### src/rtl/fifo_reuse_reader_pkg.sv
// Shared widths, FSM encoding and the tagged word carried from FIFORAM to the PE stream.
package fifo_reuse_reader_pkg;

    localparam int unsigned DW      = 16;
    localparam int unsigned MAXLEN  = 64;
    localparam int unsigned MAXPASS = 16;
    localparam int unsigned LW      = $clog2(MAXLEN + 1);
    localparam int unsigned PW      = $clog2(MAXPASS + 1);

    typedef enum logic [2:0] {IDLE, WAIT, READ, DRAIN, POP} rd_state_t;

    typedef struct packed {
        logic [DW-1:0] data;
        logic          plast;
        logic          glast;
    } tword_t;

endpackage

### src/rtl/fifo_reuse_reader_if.sv
// Descriptor, FIFORAM and output-stream signals of the reuse reader; master is the reader side.
interface fifo_reuse_reader_if;
    import fifo_reuse_reader_pkg::*;

    logic          i_cfg_rdy;
    logic          o_cfg_ack;
    logic [LW-1:0] i_cfg_len;
    logic [PW-1:0] i_cfg_npass;
    logic [LW-1:0] i_fifo_cnt;
    logic          o_read;
    logic          o_lastpix;
    logic          o_pop;
    logic [DW-1:0] i_rdata;
    logic          i_rvalid;
    logic          o_dout_rdy;
    logic          i_dout_ack;
    logic [DW-1:0] o_dout;
    logic          o_dout_plast;
    logic          o_dout_glast;

    modport master (
        input  i_cfg_rdy, i_cfg_len, i_cfg_npass, i_fifo_cnt, i_rdata, i_rvalid, i_dout_ack,
        output o_cfg_ack, o_read, o_lastpix, o_pop, o_dout_rdy, o_dout, o_dout_plast, o_dout_glast
    );

    modport slave (
        output i_cfg_rdy, i_cfg_len, i_cfg_npass, i_fifo_cnt, i_rdata, i_rvalid, i_dout_ack,
        input  o_cfg_ack, o_read, o_lastpix, o_pop, o_dout_rdy, o_dout, o_dout_plast, o_dout_glast
    );

endinterface

### src/rtl/fifo_reuse_reader_skid.sv
// Two-entry rdy/ack buffer for tagged words; head register drives the output directly.
module fifo_reuse_reader_skid
    import fifo_reuse_reader_pkg::*;
(
    input  logic       i_clk,
    input  logic       i_rst,
    input  logic       i_wr_en,
    input  tword_t     i_wr_word,
    output logic       o_rdy,
    input  logic       i_ack,
    output tword_t     o_word,
    output logic [1:0] o_occ
);

    tword_t r_head;
    tword_t r_tail;
    logic   r_head_v;
    logic   r_tail_v;
    logic   w_pop;

    assign w_pop  = r_head_v & i_ack;
    assign o_rdy  = r_head_v;
    assign o_word = r_head;
    assign o_occ  = 2'(r_head_v) + 2'(r_tail_v);

    // Writer never exceeds two entries, counting a same-cycle pop as freed space.
    always_ff @(posedge i_clk) begin
        if (i_rst) begin
            r_head   <= '0;
            r_tail   <= '0;
            r_head_v <= 1'b0;
            r_tail_v <= 1'b0;
        end else if (w_pop) begin
            if (r_tail_v) begin
                r_head   <= r_tail;
                r_tail_v <= i_wr_en;
                if (i_wr_en) begin
                    r_tail <= i_wr_word;
                end
            end else begin
                r_head_v <= i_wr_en;
                if (i_wr_en) begin
                    r_head <= i_wr_word;
                end
            end
        end else if (i_wr_en) begin
            if (!r_head_v) begin
                r_head   <= i_wr_word;
                r_head_v <= 1'b1;
            end else begin
                r_tail   <= i_wr_word;
                r_tail_v <= 1'b1;
            end
        end
    end

endmodule

### src/rtl/fifo_reuse_reader.sv
// Replays one FIFORAM group once per pass, tagging each word with pass/group last flags.
module fifo_reuse_reader
    import fifo_reuse_reader_pkg::*;
(
    input  logic                i_clk,
    input  logic                i_rst,
    fifo_reuse_reader_if.master io_bus
);

    rd_state_t     r_state;
    rd_state_t     w_next;
    logic [LW-1:0] r_len;
    logic [LW-1:0] r_idx;
    logic [PW-1:0] r_npass;
    logic [PW-1:0] r_pass;
    logic          r_inflight;
    logic          r_tag_plast;
    logic          r_tag_glast;

    logic          w_cfg_xfer;
    logic          w_issue;
    logic          w_pop;
    logic          w_plast;
    logic          w_glast;
    logic          w_cnt_ok;
    logic          w_credit_ok;
    logic          w_drained;
    logic          w_dout_xfer;
    logic [2:0]    w_load;
    logic [1:0]    w_occ;
    logic          w_rd_rdy;
    tword_t        w_wr_word;
    tword_t        w_rd_word;

    assign w_plast     = (r_idx == r_len - LW'(1));
    assign w_glast     = w_plast && (r_pass == r_npass - PW'(1));
    assign w_cnt_ok    = (io_bus.i_fifo_cnt >= r_len);
    assign w_dout_xfer = w_rd_rdy & io_bus.i_dout_ack;

    // Slots already committed after this cycle's consumer transfer; two slots in total.
    assign w_load      = 3'(r_inflight) + 3'(w_occ) - 3'(w_dout_xfer);
    assign w_credit_ok = (w_load < 3'd2);
    assign w_drained   = (w_load == 3'd0);

    always_ff @(posedge i_clk) begin
        if (i_rst) begin
            r_state <= IDLE;
        end else begin
            r_state <= w_next;
        end
    end

    always_comb begin
        w_next = r_state;
        case (r_state)
            IDLE:    if (w_cfg_xfer) w_next = WAIT;
            WAIT:    if (w_issue) w_next = w_glast ? DRAIN : READ;
            READ:    if (w_issue && w_glast) w_next = DRAIN;
            DRAIN:   if (w_drained) w_next = POP;
            POP:     w_next = IDLE;
            default: w_next = IDLE;
        endcase
    end

    // WAIT issues the first read itself so a ready FIFORAM costs no extra cycle.
    always_comb begin
        w_cfg_xfer = 1'b0;
        w_issue    = 1'b0;
        w_pop      = 1'b0;
        case (r_state)
            IDLE:    w_cfg_xfer = io_bus.i_cfg_rdy;
            WAIT:    w_issue    = w_cnt_ok && w_credit_ok;
            READ:    w_issue    = w_credit_ok;
            POP:     w_pop      = 1'b1;
            default: ;
        endcase
    end

    always_ff @(posedge i_clk) begin
        if (i_rst) begin
            r_len       <= '0;
            r_npass     <= '0;
            r_idx       <= '0;
            r_pass      <= '0;
            r_inflight  <= 1'b0;
            r_tag_plast <= 1'b0;
            r_tag_glast <= 1'b0;
        end else begin
            r_inflight <= w_issue;
            if (w_issue) begin
                r_tag_plast <= w_plast;
                r_tag_glast <= w_glast;
            end
            if (w_cfg_xfer) begin
                r_len   <= io_bus.i_cfg_len;
                r_npass <= io_bus.i_cfg_npass;
                r_idx   <= '0;
                r_pass  <= '0;
            end else if (w_issue) begin
                if (w_plast) begin
                    r_idx <= '0;
                    if (!w_glast) begin
                        r_pass <= r_pass + PW'(1);
                    end
                end else begin
                    r_idx <= r_idx + LW'(1);
                end
            end else if (r_state == WAIT) begin
                r_idx  <= '0;
                r_pass <= '0;
            end
        end
    end

    // Responses are only accepted for a read we actually issued.
    assign w_wr_word = '{data: io_bus.i_rdata, plast: r_tag_plast, glast: r_tag_glast};

    fifo_reuse_reader_skid u_skid (
        .i_clk     (i_clk),
        .i_rst     (i_rst),
        .i_wr_en   (r_inflight & io_bus.i_rvalid),
        .i_wr_word (w_wr_word),
        .o_rdy     (w_rd_rdy),
        .i_ack     (io_bus.i_dout_ack),
        .o_word    (w_rd_word),
        .o_occ     (w_occ)
    );

    assign io_bus.o_cfg_ack    = w_cfg_xfer;
    assign io_bus.o_read       = w_issue;
    assign io_bus.o_lastpix    = w_issue & w_plast;
    assign io_bus.o_pop        = w_pop;
    assign io_bus.o_dout_rdy   = w_rd_rdy;
    assign io_bus.o_dout       = w_rd_word.data;
    assign io_bus.o_dout_plast = w_rd_word.plast;
    assign io_bus.o_dout_glast = w_rd_word.glast;

endmodule

### src/flat_wrapper.sv
// flat-port wrapper written by rule: the top's interface ports become plain ports
module fifo_reuse_reader_flat import fifo_reuse_reader_pkg::*;
  (i_clk, i_rst, io_bus_i_cfg_rdy, io_bus_i_cfg_len, io_bus_i_cfg_npass, io_bus_i_fifo_cnt, io_bus_i_rdata, io_bus_i_rvalid, io_bus_i_dout_ack, io_bus_o_cfg_ack, io_bus_o_read, io_bus_o_lastpix, io_bus_o_pop, io_bus_o_dout_rdy, io_bus_o_dout, io_bus_o_dout_plast, io_bus_o_dout_glast);
  fifo_reuse_reader_if io_bus_i ();
  input  logic i_clk;
  input  logic i_rst;
  input wire logic [$bits(io_bus_i.i_cfg_rdy)-1:0] io_bus_i_cfg_rdy;
  input wire logic [$bits(io_bus_i.i_cfg_len)-1:0] io_bus_i_cfg_len;
  input wire logic [$bits(io_bus_i.i_cfg_npass)-1:0] io_bus_i_cfg_npass;
  input wire logic [$bits(io_bus_i.i_fifo_cnt)-1:0] io_bus_i_fifo_cnt;
  input wire logic [$bits(io_bus_i.i_rdata)-1:0] io_bus_i_rdata;
  input wire logic [$bits(io_bus_i.i_rvalid)-1:0] io_bus_i_rvalid;
  input wire logic [$bits(io_bus_i.i_dout_ack)-1:0] io_bus_i_dout_ack;
  output wire logic [$bits(io_bus_i.o_cfg_ack)-1:0] io_bus_o_cfg_ack;
  output wire logic [$bits(io_bus_i.o_read)-1:0] io_bus_o_read;
  output wire logic [$bits(io_bus_i.o_lastpix)-1:0] io_bus_o_lastpix;
  output wire logic [$bits(io_bus_i.o_pop)-1:0] io_bus_o_pop;
  output wire logic [$bits(io_bus_i.o_dout_rdy)-1:0] io_bus_o_dout_rdy;
  output wire logic [$bits(io_bus_i.o_dout)-1:0] io_bus_o_dout;
  output wire logic [$bits(io_bus_i.o_dout_plast)-1:0] io_bus_o_dout_plast;
  output wire logic [$bits(io_bus_i.o_dout_glast)-1:0] io_bus_o_dout_glast;
  assign io_bus_i.i_cfg_rdy = io_bus_i_cfg_rdy;
  assign io_bus_i.i_cfg_len = io_bus_i_cfg_len;
  assign io_bus_i.i_cfg_npass = io_bus_i_cfg_npass;
  assign io_bus_i.i_fifo_cnt = io_bus_i_fifo_cnt;
  assign io_bus_i.i_rdata = io_bus_i_rdata;
  assign io_bus_i.i_rvalid = io_bus_i_rvalid;
  assign io_bus_i.i_dout_ack = io_bus_i_dout_ack;
  assign io_bus_o_cfg_ack = io_bus_i.o_cfg_ack;
  assign io_bus_o_read = io_bus_i.o_read;
  assign io_bus_o_lastpix = io_bus_i.o_lastpix;
  assign io_bus_o_pop = io_bus_i.o_pop;
  assign io_bus_o_dout_rdy = io_bus_i.o_dout_rdy;
  assign io_bus_o_dout = io_bus_i.o_dout;
  assign io_bus_o_dout_plast = io_bus_i.o_dout_plast;
  assign io_bus_o_dout_glast = io_bus_i.o_dout_glast;
  fifo_reuse_reader u_core (.i_clk(i_clk), .i_rst(i_rst), .io_bus(io_bus_i));
endmodule
### config.mk
export PLATFORM = sky130hd
export DESIGN_NAME = fifo_reuse_reader_flat
export DESIGN_NICKNAME = d
export VERILOG_FILES = /design/src/rtl/fifo_reuse_reader_pkg.sv /design/src/rtl/fifo_reuse_reader_if.sv /design/src/rtl/fifo_reuse_reader_skid.sv /design/src/rtl/fifo_reuse_reader.sv /design/src/flat_wrapper.sv
export SDC_FILE = /design/constraint.sdc
export NUM_CORES = 1
export LEC_CHECK = 0
export ABC_AREA = 1
export CAP_MARGIN = 20
export CORE_MARGIN = 10
export CORE_UTILIZATION = 53
export DETAILED_ROUTE_END_ITERATION = 8
export GPL_ROUTABILITY_DRIVEN = 0
export PLACE_DENSITY = 0.91
export SETUP_SLACK_MARGIN = 0.3
export SYNTH_ARGS = -nofsm -noshare
export SYNTH_HDL_FRONTEND = slang
export SYNTH_HIERARCHICAL = 1
export SYNTH_SLANG_ARGS = --single-unit
### constraint.sdc
create_clock -name i_clk -period 3.4 [get_ports i_clk]
set_input_delay 0.68 -clock i_clk [delete_from_list [all_inputs] [get_ports i_clk]]
set_output_delay 0.68 -clock i_clk [all_outputs]
set_load 0.03 [all_outputs]
==> results of run 1 <==
[cell usage in the layout (no fill, tap or decap), types with 2 or more instances in the layout]
| cell type | n |
|---|---|
| a21oi_4 | 2 |
| buf_6 | 5 |
| clkbuf_8 | 10 |
| buf_12 | 2 |
| clkdlybuf4s50_1 | 59 |
| ha_1 | 11 |
| nand4_1 | 18 |
| nor3_1 | 3 |
| nand2_1 | 149 |
| o21ai_0 | 37 |
| nor2_1 | 104 |
| clkinvlp_4 | 2 |
| nor2_4 | 3 |
| xnor2_1 | 4 |
| nand2_4 | 2 |
| inv_2 | 6 |
| nand3_2 | 4 |
| buf_4 | 20 |
| inv_6 | 3 |
| nand3_1 | 21 |
| ha_4 | 3 |
| dfxtp_1 | 66 |
| a21oi_1 | 23 |
| clkinv_1 | 3 |
| a21oi_2 | 6 |
| inv_1 | 56 |
| nand2_2 | 10 |
| xor2_1 | 6 |
[repair_timing]
action | CTS | global route
resized for setup | 18 | 30
pin swaps | 5 | 14
buffers inserted | 7 | 7
setup endpoints to repair | 2 | 19
hold buffers | 0 | 0
endpoints found under the hold margin | 0 | 0
cloned | 1 | 0
[how the worst max path moves through the flow]
stage / start / endpoint / depth (start not counted)
after floorplan: io_bus_i_dout_ack / io_bus_o_lastpix / 13
after global placement: io_bus_i_dout_ack / io_bus_o_read / 14
after detailed placement: io_bus_i_dout_ack / io_bus_o_read / 14
after CTS: u_core/u_skid/o_rdy$_SDFFE_PP0P_ / io_bus_o_lastpix / 14
after global routing: u_core/u_skid/o_rdy$_SDFFE_PP0P_ / u_core/r_state[0]$_SDFFE_PP0P_ / 23
final: u_core/u_skid/o_rdy$_SDFFE_PP0P_ / u_core/r_state[0]$_SDFFE_PP0P_ / 23
[registers in the layout, indices dropped and copies added, names as in the netlist]
register / cells
u_core/u_skid/r_tail_v: 1
u_core/r_len: 7
u_core/u_skid/o_word: 18
u_core/r_tag_glast: 1
u_core/r_tag_plast: 1
u_core/r_npass: 5
u_core/u_skid/r_tail: 18
u_core/r_inflight: 1
u_core/u_skid/o_rdy: 1
u_core/r_pass: 5
u_core/r_state: 3
u_core/r_idx: 7
[worst min-delay path: stages, from the launching register on]
cell and delay, ps:
dfxtp_1 340, nor2_1 50, nor2_1 80
[stage by stage]
stage,hold WS (ps),utilization (%)
3_3_place_gp,464,65.3
3_5_place_dp,474,65.3
5_1_grt,507,72.5
4_1_cts,492,70.2
6_report,492,72.5
2_1_floorplan,448,-
[layout make-up]
cell class / count / area share, %
Multi-Input combinational cell: 417 / 43.1
Sequential cell: 68 / 27.6
Tap cell: 96 / 2.42
Clock buffer: 10 / 2.78
Clock inverter: 6 / 0.934
Inverter: 67 / 5.23
Timing Repair Buffer: 89 / 18.0
[per-layer routing]
layer  vias to the layer above  routed length [um]
met5                         -                   0
met4                         0                 479
met2                       190                5750
met3                        50                 742
met1                      1896                4320
li1                       1965                   -
[power groups by stage]
stage	Clock, mW	Sequential [mW]	Combinational (mW)
after floorplan	0	1.05	0.686
after global placement	0	0.981	1.04
after detailed placement	0	0.989	1.08
after CTS	0.642	0.974	1.15
after global routing	0.675	0.989	1.47
final	0.639	0.977	1.35
[cell families (layout without fill, tap and decap cells)]
family / after synthesis / after routing / share of synthesized area, %
buffers and inverters: 86 / 172 / 10.1
adder cells (fa/ha/maj): 15 / 15 / 5.22
flip-flops: 68 / 68 / 36.4
AND/OR/NAND/NOR: 321 / 321 / 36.2
XOR/XNOR: 10 / 10 / 2.34
AO/OA/AOI/OAI: 71 / 71 / 9.68
==> out/metrics.cfg, run 1 <==
[run_status]
outcome = complete, no violations

[logic_synthesis]
syn_inst = 571
ys_ff_latch = 68
yosysSeqAreaShare_pct = 36.4
synth.avg_cell_area_um2 = 6.55
synth_edf_count = 0
synthTopCellsByCount = nand2_1, nor2_1, dfxtp_1
syn-num-nets = 626
ys.flop_type = dfxtp_1
ys_types = 32
netlist_area_mm2 = 0.00374
yosys-top-cells-area = dfxtp_1, nand2_1, nor2_1, inv_1, o21ai_0
async_flop_share_pct = 0
ys_warn_count = 6
yosys.area.top_type = dfxtp_1
yosys.area.top_type_share_pct = 36.4
yosysMostFrequentCell = nand2_1

[die]
die-area_mm2 = 0.0108
ioPinCount = 63
die_h_um = 104
initial_utilization_pct = 54.7
coreArea_mm2 = 0.00683
fp-row-count = 30
die_w_um = 104

[placement]
port-buffer-count = 62
dp_hpwl_um = 6970
pre_cts_ws_ps = -214
numPlacedInstances = 722
dpl_cell_area_mm2 = 0.00446

[sta]
final_period_minus_worst_setup_slack_ps = 3330
max_freq_mhz = 300
worst_pin_slew_ps = 719
hold_violations = 0
post-route-period-util_pct = 97.9
final_max_slew_viol_count = 0
relSlewSlack_pct = 52.0
tns_ps = 0
fin_worst_skew_ps = 10.1
setup_viol = 0
worst_slack_ps = 71.2
rsz0062_at_grt = true

[power_and_ir_drop]
sw_frac_of_total_pct = 41.7
powerDensity_mw_per_mm2 = 598
p_leak_nw = 2.20
power_frac_comb_pct = 45.5
p_int_mw = 1.73
p_total_mw = 2.96
p_seq_share_pct = 33.0
p_sw_mw = 1.23
irDropWorstVdd_v = 0.000307
p_clk_share_pct = 21.5

[layout]
multiInputGateArea_mm2 = 0.00214
instances_no_fill = 753
seq_area_mm2 = 0.00137
area_growth_pct = 32.6
drive_gt1_share_pct = 13.9
num-nets-final = 707
design_area_mm2 = 0.00495
fillerInstances = 510
diodes = 0

[clock_tree]
clock_path_buffers = 2
cts_sinks = 68
cts.clk_slew.worst_paths_ps = 90
clock_latency_ps = 360
root_buffer = clkbuf_8
cts_tree = done
cts_buffers = 9
htreeDepth = 3

[worst_setup_path]
rr_endpoint = u_core/r_state[0]$_SDFFE_PP0P_
crit_type = reg2reg
r2r_setup_slack_ps = 70
worst-path-buf-inv = 11
cp_common_cell = buf_4
cp_cell_sequence = ha_4 > inv_2 > ha_4 > inv_2 > ha_4 > inv_2 > fa_1 > nand2_2 > nor2_4 > buf_4 > buf_6 > buf_4 > buf_4 > buf_4 > buf_4 > buf_4 > nand3_4 > buf_12 > a21oi_4 > nand2_2 > nand2_1 > nand2_1 > nor2_1
reg2reg_depth = 23
critical_path.max_fanout = 4
startpoint_type = flop
critPathTopFamily = buffers and inverters
critical_path.slowest_cell = fa_1
crit_required_ps = 3650
cpPeakStageDelay_ps = 410
r2r_start = u_core/u_skid/o_rdy$_SDFFE_PP0P_
critPathCaptureType = flop
arrival_ps = 3580

[route]
drtIter0Drc = 368
drc = 0
firstDrtPassIters = 5
postRouteAntennaNets = 0
vias_per_cell = 5.45
finalWirelength_um = 11300
vias = 4101
wl_per_cell_um = 15.0

[hold_path]
holdPathStages = 2
holdCritPathClass = reg2reg
hp-start = u_core/u_skid/r_tail[15]$_SDFFE_PP0P_
worstHoldEndpoint = u_core/u_skid/r_tail[15]$_SDFFE_PP0P_

[grt]
met2_usage_pct = 32.3
grt_use_met3_pct = 4.58
grt_overflow = 0
grt-busiest-layer = met2
grt_max_degree = 38
antenna_found_initial = 0
grtUsageTotal_pct = 18.3
grt_pass1_vias = 3892
grtUsageMet1_pct = 19.6
grt_pass1_wl_um = 16800

[flow_run]
drv_cap = 0

Power figures use the tool's default switching activity.
==> run 2, diff against run 1 <==
--- a/config.mk
+++ b/config.mk
@@ -13,6 +13,7 @@
 export GPL_ROUTABILITY_DRIVEN = 0
 export PLACE_DENSITY = 0.91
 export SETUP_SLACK_MARGIN = 0.3
+export SKIP_CTS_REPAIR_TIMING = 1
 export SYNTH_ARGS = -nofsm -noshare
 export SYNTH_HDL_FRONTEND = slang
 export SYNTH_HIERARCHICAL = 1
==> run 2 against run 1 <==
Against the previous run: total power fell by 6.8%; fmax rose by 0.55%; clock skew rose by 1.7 ps; non-clock buffer count fell by 9; via count fell by 4.3%; combinational power fell by 15%; routed wire length fell by 12%; sequential cell count did not move; sequential power barely moved; global-route usage fell by 0.92 points; first-iteration DRC count fell by 25%; register-to-register slack improved by 520 ps; critical endpoint is now io_bus_o_lastpix.
==> out/metrics.cfg, run 2 (same netlist as run 1, synthesis figures left out) <==
[hold_path]
holdCritPathClass = reg2reg  ; unchanged
hp-start = u_core/u_skid/r_tail[16]$_SDFFE_PP0P_  ; was u_core/u_skid/r_tail[15]$_SDFFE_PP0P_
holdPathStages = 2  ; unchanged
worstHoldEndpoint = u_core/u_skid/r_tail[16]$_SDFFE_PP0P_  ; was u_core/u_skid/r_tail[15]$_SDFFE_PP0P_

[grt]
grtUsageTotal_pct = 17.3  ; was 18.3%
antenna_found_initial = 0  ; unchanged
grt_overflow = 0  ; unchanged
grt_pass1_vias = 3736  ; was 3,892
grt_max_degree = 38  ; unchanged
grt_pass1_wl_um = 16200  ; was 16,800 um

[sta]
final_max_slew_viol_count = 0  ; unchanged
final_period_minus_worst_setup_slack_ps = 3310  ; was 3330 ps
rsz0062_at_grt = true  ; unchanged
post-route-period-util_pct = 97.4  ; was 97.9%
setup_viol = 0  ; unchanged
worst_pin_slew_ps = 665  ; was 719 ps
max_freq_mhz = 302  ; was 300 MHz
fin_worst_skew_ps = 11.8  ; was 10.1 ps
relSlewSlack_pct = 55.5  ; was 52.0%
hold_violations = 0  ; unchanged

[worst_setup_path]
r2r_start = u_core/u_skid/o_rdy$_SDFFE_PP0P_  ; unchanged
critical_path.max_fanout = 3  ; was 4
r2r_setup_slack_ps = 590  ; was 70 ps
cpPeakStageDelay_ps = 540  ; was 410 ps
critical_path.slowest_cell = fa_1  ; unchanged
reg2reg_depth = 17  ; was 23
crit_required_ps = 2720  ; was 3650 ps
startpoint_type = flop  ; unchanged
critPathCaptureType = output port  ; was flop
rr_endpoint = u_core/r_pass[2]$_SDFFE_PP0P_  ; was u_core/r_state[0]$_SDFFE_PP0P_
arrival_ps = 2630  ; was 3580 ps
crit_type = reg2out  ; was reg2reg
cp_cell_sequence = ha_4 > inv_2 > ha_4 > inv_2 > ha_4 > inv_2 > fa_1 > nand2_2 > nor2_4 > nand2_2 > a21oi_4 > nand2_2 > inv_4 > buf_6  ; was ha_4 > inv_2 > ha_4 > inv_2 > ha_4 > inv_2 > fa_1 > nand2_2 > nor2_4 > buf_4 > buf_6 > buf_4 > buf_4 > buf_4 > buf_4 > buf_4 > nand3_4 > buf_12 > a21oi_4 > nand2_2 > nand2_1 > nand2_1 > nor2_1

[power_and_ir_drop]
p_int_mw = 1.64  ; was 1.73 mW
irDropWorstVdd_v = 0.000301  ; was 0.000307 V
p_sw_mw = 1.12  ; was 1.23 mW
p_clk_share_pct = 23.0  ; was 21.5%
power_frac_comb_pct = 41.7  ; was 45.5%
powerDensity_mw_per_mm2 = 577  ; was 598 mW/mm^2
p_seq_share_pct = 35.3  ; was 33.0%
p_leak_nw = 2.15  ; was 2.20 nW
sw_frac_of_total_pct = 40.6  ; was 41.7%

[layout]
multiInputGateArea_mm2 = 0.00206  ; was 0.00214 mm^2
final_common_cell = nand2_1  ; unchanged
fin_util_pct = 70.0  ; was 72.5%
instances_no_fill = 744  ; was 753
num-nets-final = 698  ; was 707
diodes = 0  ; unchanged
area_growth_pct = 28.0  ; was 32.6%
drive_gt1_share_pct = 9.88  ; was 13.9%
seq_area_mm2 = 0.00137  ; about the same
fillerInstances = 545  ; was 510
most-common-layout-cells = nand2_1, nor2_1, dfxtp_1  ; unchanged

[clock_tree]
cts.clk_slew.worst_paths_ps = 80  ; was 90 ps
htreeDepth = 3  ; unchanged
root_buffer = clkbuf_8  ; unchanged
cts_tree = done  ; unchanged
clock_path_buffers = 2  ; unchanged
cts_buffers = 9  ; unchanged
cts_sinks = 68  ; unchanged
clock_latency_ps = 360  ; about the same

[route]
finalWirelength_um = 9980  ; was 11,300 um
postRouteAntennaNets = 0  ; unchanged
vias_per_cell = 5.28  ; was 5.45
vias = 3925  ; was 4,101
wl_per_cell_um = 13.4  ; was 15.0 um
firstDrtPassIters = 6  ; was 5
drc = 0  ; unchanged
drtIter0Drc = 277  ; was 368

[placement]
port-buffer-count = 62  ; unchanged
dp_hpwl_um = 6970  ; unchanged
numPlacedInstances = 722  ; unchanged

[die]
die_w_um = 104  ; unchanged
die-area_mm2 = 0.0108  ; unchanged
coreArea_mm2 = 0.00683  ; unchanged
fp-row-count = 30  ; unchanged
initial_utilization_pct = 54.7  ; unchanged
ioPinCount = 63  ; unchanged
die_h_um = 104  ; unchanged

[flow_run]
drv_cap = 0  ; unchanged

[run_status]
outcome = complete, no violations  ; unchanged

-- run 2: worst max path at each step --
stage,depth (start not counted),endpoint,slack [ps],start
2_1_floorplan,13,io_bus_o_lastpix,210,io_bus_i_dout_ack
3_3_place_gp,14,io_bus_o_read,-180,io_bus_i_dout_ack
3_5_place_dp,14,io_bus_o_read,-210,io_bus_i_dout_ack
4_1_cts,14,io_bus_o_read,-220,io_bus_i_dout_ack
5_1_grt,14,io_bus_o_lastpix,-20,u_core/u_skid/r_tail_v$_SDFFE_PP0P_
6_report,14,io_bus_o_lastpix,90,u_core/u_skid/o_rdy$_SDFFE_PP0P_
-- run 2: routing by layer --
| layer | GRT usage [%] | wire (um) |
|---|---|---|
| met4 | 7.46 | 235 |
| met2 | 30.6 | 5100 |
| met5 | 0 | 0 |
| met1 | 19.3 | 4010 |
| met3 | 4.28 | 635 |
-- run 2: power by group through the flow --
| stage | combinational (mW) | clock, mW | sequential, mW |
|---|---|---|---|
| floorplan | 0.686 | 0 | 1.05 |
| global placement | 1.04 | 0 | 0.981 |
| detailed placement | 1.08 | 0 | 0.989 |
| CTS | 1.10 | 0.642 | 0.970 |
| global route | 1.29 | 0.675 | 0.988 |
| finish | 1.15 | 0.635 | 0.975 |
-- run 2: worst max-delay path, delay by kind of cell (launching register included) --
kind	cells	cell delay, ps
compound gates	1	130
simple gates	4	350
fa+ha+maj	4	1120
flops	1	370
buf+inv	5	300
-- run 2: cell type report --
| class | count | share of cell area, % |
|---|---|---|
| Clock buffer | 10 | 2.88 |
| Clock inverter | 6 | 0.968 |
| Inverter | 67 | 5.41 |
| Multi-Input combinational cell | 417 | 43.0 |
| Sequential cell | 68 | 28.5 |
| Tap cell | 96 | 2.51 |
| Timing Repair Buffer | 80 | 16.7 |
-- run 2: stage by stage --
| step | setup TNS, ps | hold slack [ps] | area (um^2) | worst slack [ps] | power, mW |
|---|---|---|---|---|---|
| finish | 0 | 493 | 4780 | 89.4 | 2.76 |
| global route | -16.8 | 506 | 4780 | -16.8 | 2.95 |
| CTS | -443 | 492 | 4640 | -224 | 2.71 |
| detailed placement | -489 | 474 | 4460 | -214 | 2.07 |
| global placement | -358 | 464 | 4460 | -182 | 2.02 |
| floorplan | 0 | 448 | 3750 | 210 | 1.74 |
==> run 3, diff against run 2 <==
--- a/config.mk
+++ b/config.mk
@@ -6,11 +6,11 @@
 export NUM_CORES = 1
 export LEC_CHECK = 0
 export ABC_AREA = 1
-export CAP_MARGIN = 20
 export CORE_MARGIN = 10
 export CORE_UTILIZATION = 53
 export DETAILED_ROUTE_END_ITERATION = 8
 export GPL_ROUTABILITY_DRIVEN = 0
+export GPL_TIMING_DRIVEN = 0
 export PLACE_DENSITY = 0.91
 export SETUP_SLACK_MARGIN = 0.3
 export SKIP_CTS_REPAIR_TIMING = 1
==> run 3 against run 2 <==
Against the previous run: combinational power is essentially flat; final cell count grew 1.1%; sequential cell count is the same; routed wire length grew 3.9%; critical path depth is the same; register-to-register slack lost 130 ps; count of clock-buffer cells in the layout is the same; sequential share of layout area grew 0.063 points.
==> out/metrics.cfg, run 3 (same netlist as run 1, synthesis figures left out) <==
[power_and_ir_drop]
sw_frac_of_total_pct = 41.6  ; was 40.6%
power_frac_comb_pct = 41.8  ; was 41.7%
irDropWorstVdd_v = 0.000332  ; was 0.000301 V
powerDensity_mw_per_mm2 = 575  ; was 577 mW/mm^2
p_leak_nw = 2.15  ; about the same
p_clk_share_pct = 22.9  ; was 23.0%
p_sw_mw = 1.15  ; was 1.12 mW
p_int_mw = 1.61  ; was 1.64 mW
p_total_mw = 2.75  ; was 2.76 mW
p_seq_share_pct = 35.3  ; about the same

[clock_tree]
root_buffer = clkbuf_8  ; unchanged
htreeDepth = 3  ; unchanged
clock_latency_ps = 360  ; about the same
cts.clk_slew.worst_paths_ps = 80  ; about the same
cts_buffers = 9  ; unchanged
cts_tree = done  ; unchanged
clock_path_buffers = 2  ; unchanged
cts_sinks = 68  ; unchanged

[run_status]
outcome = complete, no violations  ; unchanged

[layout]
seq_area_mm2 = 0.00137  ; about the same
drive_gt1_share_pct = 10.4  ; was 9.88%
fillerInstances = 551  ; was 545
instances_no_fill = 752  ; was 744
diodes = 0  ; unchanged
final_common_cell = nand2_1  ; unchanged
num-nets-final = 706  ; was 698
area_growth_pct = 28.1  ; was 28.0%
multiInputGateArea_mm2 = 0.00206  ; about the same
most-common-layout-cells = nand2_1, nor2_1, dfxtp_1  ; unchanged

[grt]
grt_overflow = 0  ; unchanged
antenna_found_initial = 0  ; unchanged
grt_pass1_wl_um = 16900  ; was 16,200 um
grt_max_degree = 14  ; was 38
grtUsageTotal_pct = 18.4  ; was 17.3%
grt_pass1_vias = 3841  ; was 3,736

[die]
die_h_um = 104  ; unchanged
fp-row-count = 30  ; unchanged
coreArea_mm2 = 0.00683  ; unchanged
initial_utilization_pct = 54.7  ; unchanged
ioPinCount = 63  ; unchanged
die_w_um = 104  ; unchanged
die-area_mm2 = 0.0108  ; unchanged

[sta]
final_period_minus_worst_setup_slack_ps = 3390  ; was 3310 ps
relSlewSlack_pct = 63.8  ; was 55.5%
rsz0062_at_grt = true  ; unchanged
final_max_slew_viol_count = 0  ; unchanged
max_freq_mhz = 295  ; was 302 MHz
setup_viol = 0  ; unchanged
post-route-period-util_pct = 99.6  ; was 97.4%
hold_violations = 0  ; unchanged
fin_worst_skew_ps = 8.95  ; was 11.8 ps
worst_pin_slew_ps = 543  ; was 665 ps

[hold_path]
worstHoldEndpoint = u_core/r_idx[6]$_SDFFE_PP0P_  ; was u_core/u_skid/r_tail[16]$_SDFFE_PP0P_
holdCritPathClass = reg2reg  ; unchanged
hp-start = u_core/r_idx[6]$_SDFFE_PP0P_  ; was u_core/u_skid/r_tail[16]$_SDFFE_PP0P_
holdPathStages = 2  ; unchanged

[placement]
dp_hpwl_um = 7600  ; was 6970 um
numPlacedInstances = 729  ; was 722
port-buffer-count = 62  ; unchanged

[route]
wl_per_cell_um = 13.8  ; was 13.4 um
postRouteAntennaNets = 0  ; unchanged
drc = 0  ; unchanged
firstDrtPassIters = 5  ; was 6
finalWirelength_um = 10400  ; was 9980 um
vias_per_cell = 5.25  ; was 5.28
vias = 3945  ; was 3,925
drtIter0Drc = 328  ; was 277

[worst_setup_path]
reg2reg_depth = 17  ; unchanged
critical_path.max_fanout = 4  ; was 3
crit_required_ps = 2720  ; about the same
crit_type = reg2out  ; unchanged
r2r_start = u_core/u_skid/o_rdy$_SDFFE_PP0P_  ; unchanged
r2r_setup_slack_ps = 460  ; was 590 ps
critPathCaptureType = output port  ; unchanged
startpoint_type = flop  ; unchanged
rr_endpoint = u_core/r_pass[4]$_SDFFE_PP0P_  ; was u_core/r_pass[2]$_SDFFE_PP0P_
arrival_ps = 2710  ; was 2630 ps

[flow_run]
drv_cap = 0  ; unchanged

[run 3: worst max-delay path by stage]
stage | end | from | depth (start not counted) | slack (ps)
2_1_floorplan | io_bus_o_lastpix | io_bus_i_dout_ack | 13 | 210
3_3_place_gp | io_bus_o_lastpix | io_bus_i_dout_ack | 15 | -970
3_5_place_dp | io_bus_o_lastpix | io_bus_i_dout_ack | 15 | -1070
4_1_cts | io_bus_o_lastpix | io_bus_i_dout_ack | 15 | -1090
5_1_grt | io_bus_o_lastpix | u_core/u_skid/o_rdy$_SDFFE_PP0P_ | 14 | -90
6_report | io_bus_o_lastpix | u_core/u_skid/o_rdy$_SDFFE_PP0P_ | 14 | 10
[run 3: power by group through the flow]
stage,Sequential (mW),Clock (mW),Combinational [mW]
final,0.970,0.631,1.15
after detailed placement,0.988,0,1.07
after floorplan,1.05,0,0.686
after global routing,0.984,0.674,1.27
after CTS,0.969,0.638,1.08
after global placement,0.981,0,1.02
[run 3: metal layers]
metal | vias up | share of wire [%] | GRT usage [%]
li1 | 1957 | - | -
met1 | 1829 | 41 | 19.7
met2 | 139 | 51 | 34.0
met3 | 20 | 6.1 | 4.28
met4 | 0 | 1.9 | 7.06
met5 | - | 0 | 0
[run 3: critical path, cell delays in order, from the launching register on]
cell	delay (ps)
dfxtp_4	370
ha_4	260
inv_2	40
ha_4	210
inv_4	50
ha_4	110
inv_2	30
fa_1	510
nand2_2	70
nor2_4	130
nand2_2	80
a21oi_4	190
nand2_4	100
inv_4	60
buf_6	120
[run 3: through the flow]
stage / hold slack (ps) / utilization (%) / TNS (ps) / setup slack, ps / cell area, um^2
after detailed placement: 473 / 65.8 / -2700 / -1070 / 4490
after floorplan: 448 / - / 0 / 210 / 3750
after CTS: 490 / 68.5 / -2020 / -1090 / 4680
after global routing: 514 / 70.1 / -142 / -86.9 / 4790
after global placement: 464 / 65.8 / -1810 / -970 / 4490
final: 487 / 70.1 / 0 / 14.8 / 4790
[run 3: cell type report]
cell class	count	share of cell area [%]
Sequential cell	68	28.6
Clock inverter	6	1.05
Timing Repair Buffer	69	13.9
Buffer	19	2.54
Inverter	67	5.46
Clock buffer	10	2.88
Multi-Input combinational cell	417	43.1
Tap cell	96	2.51
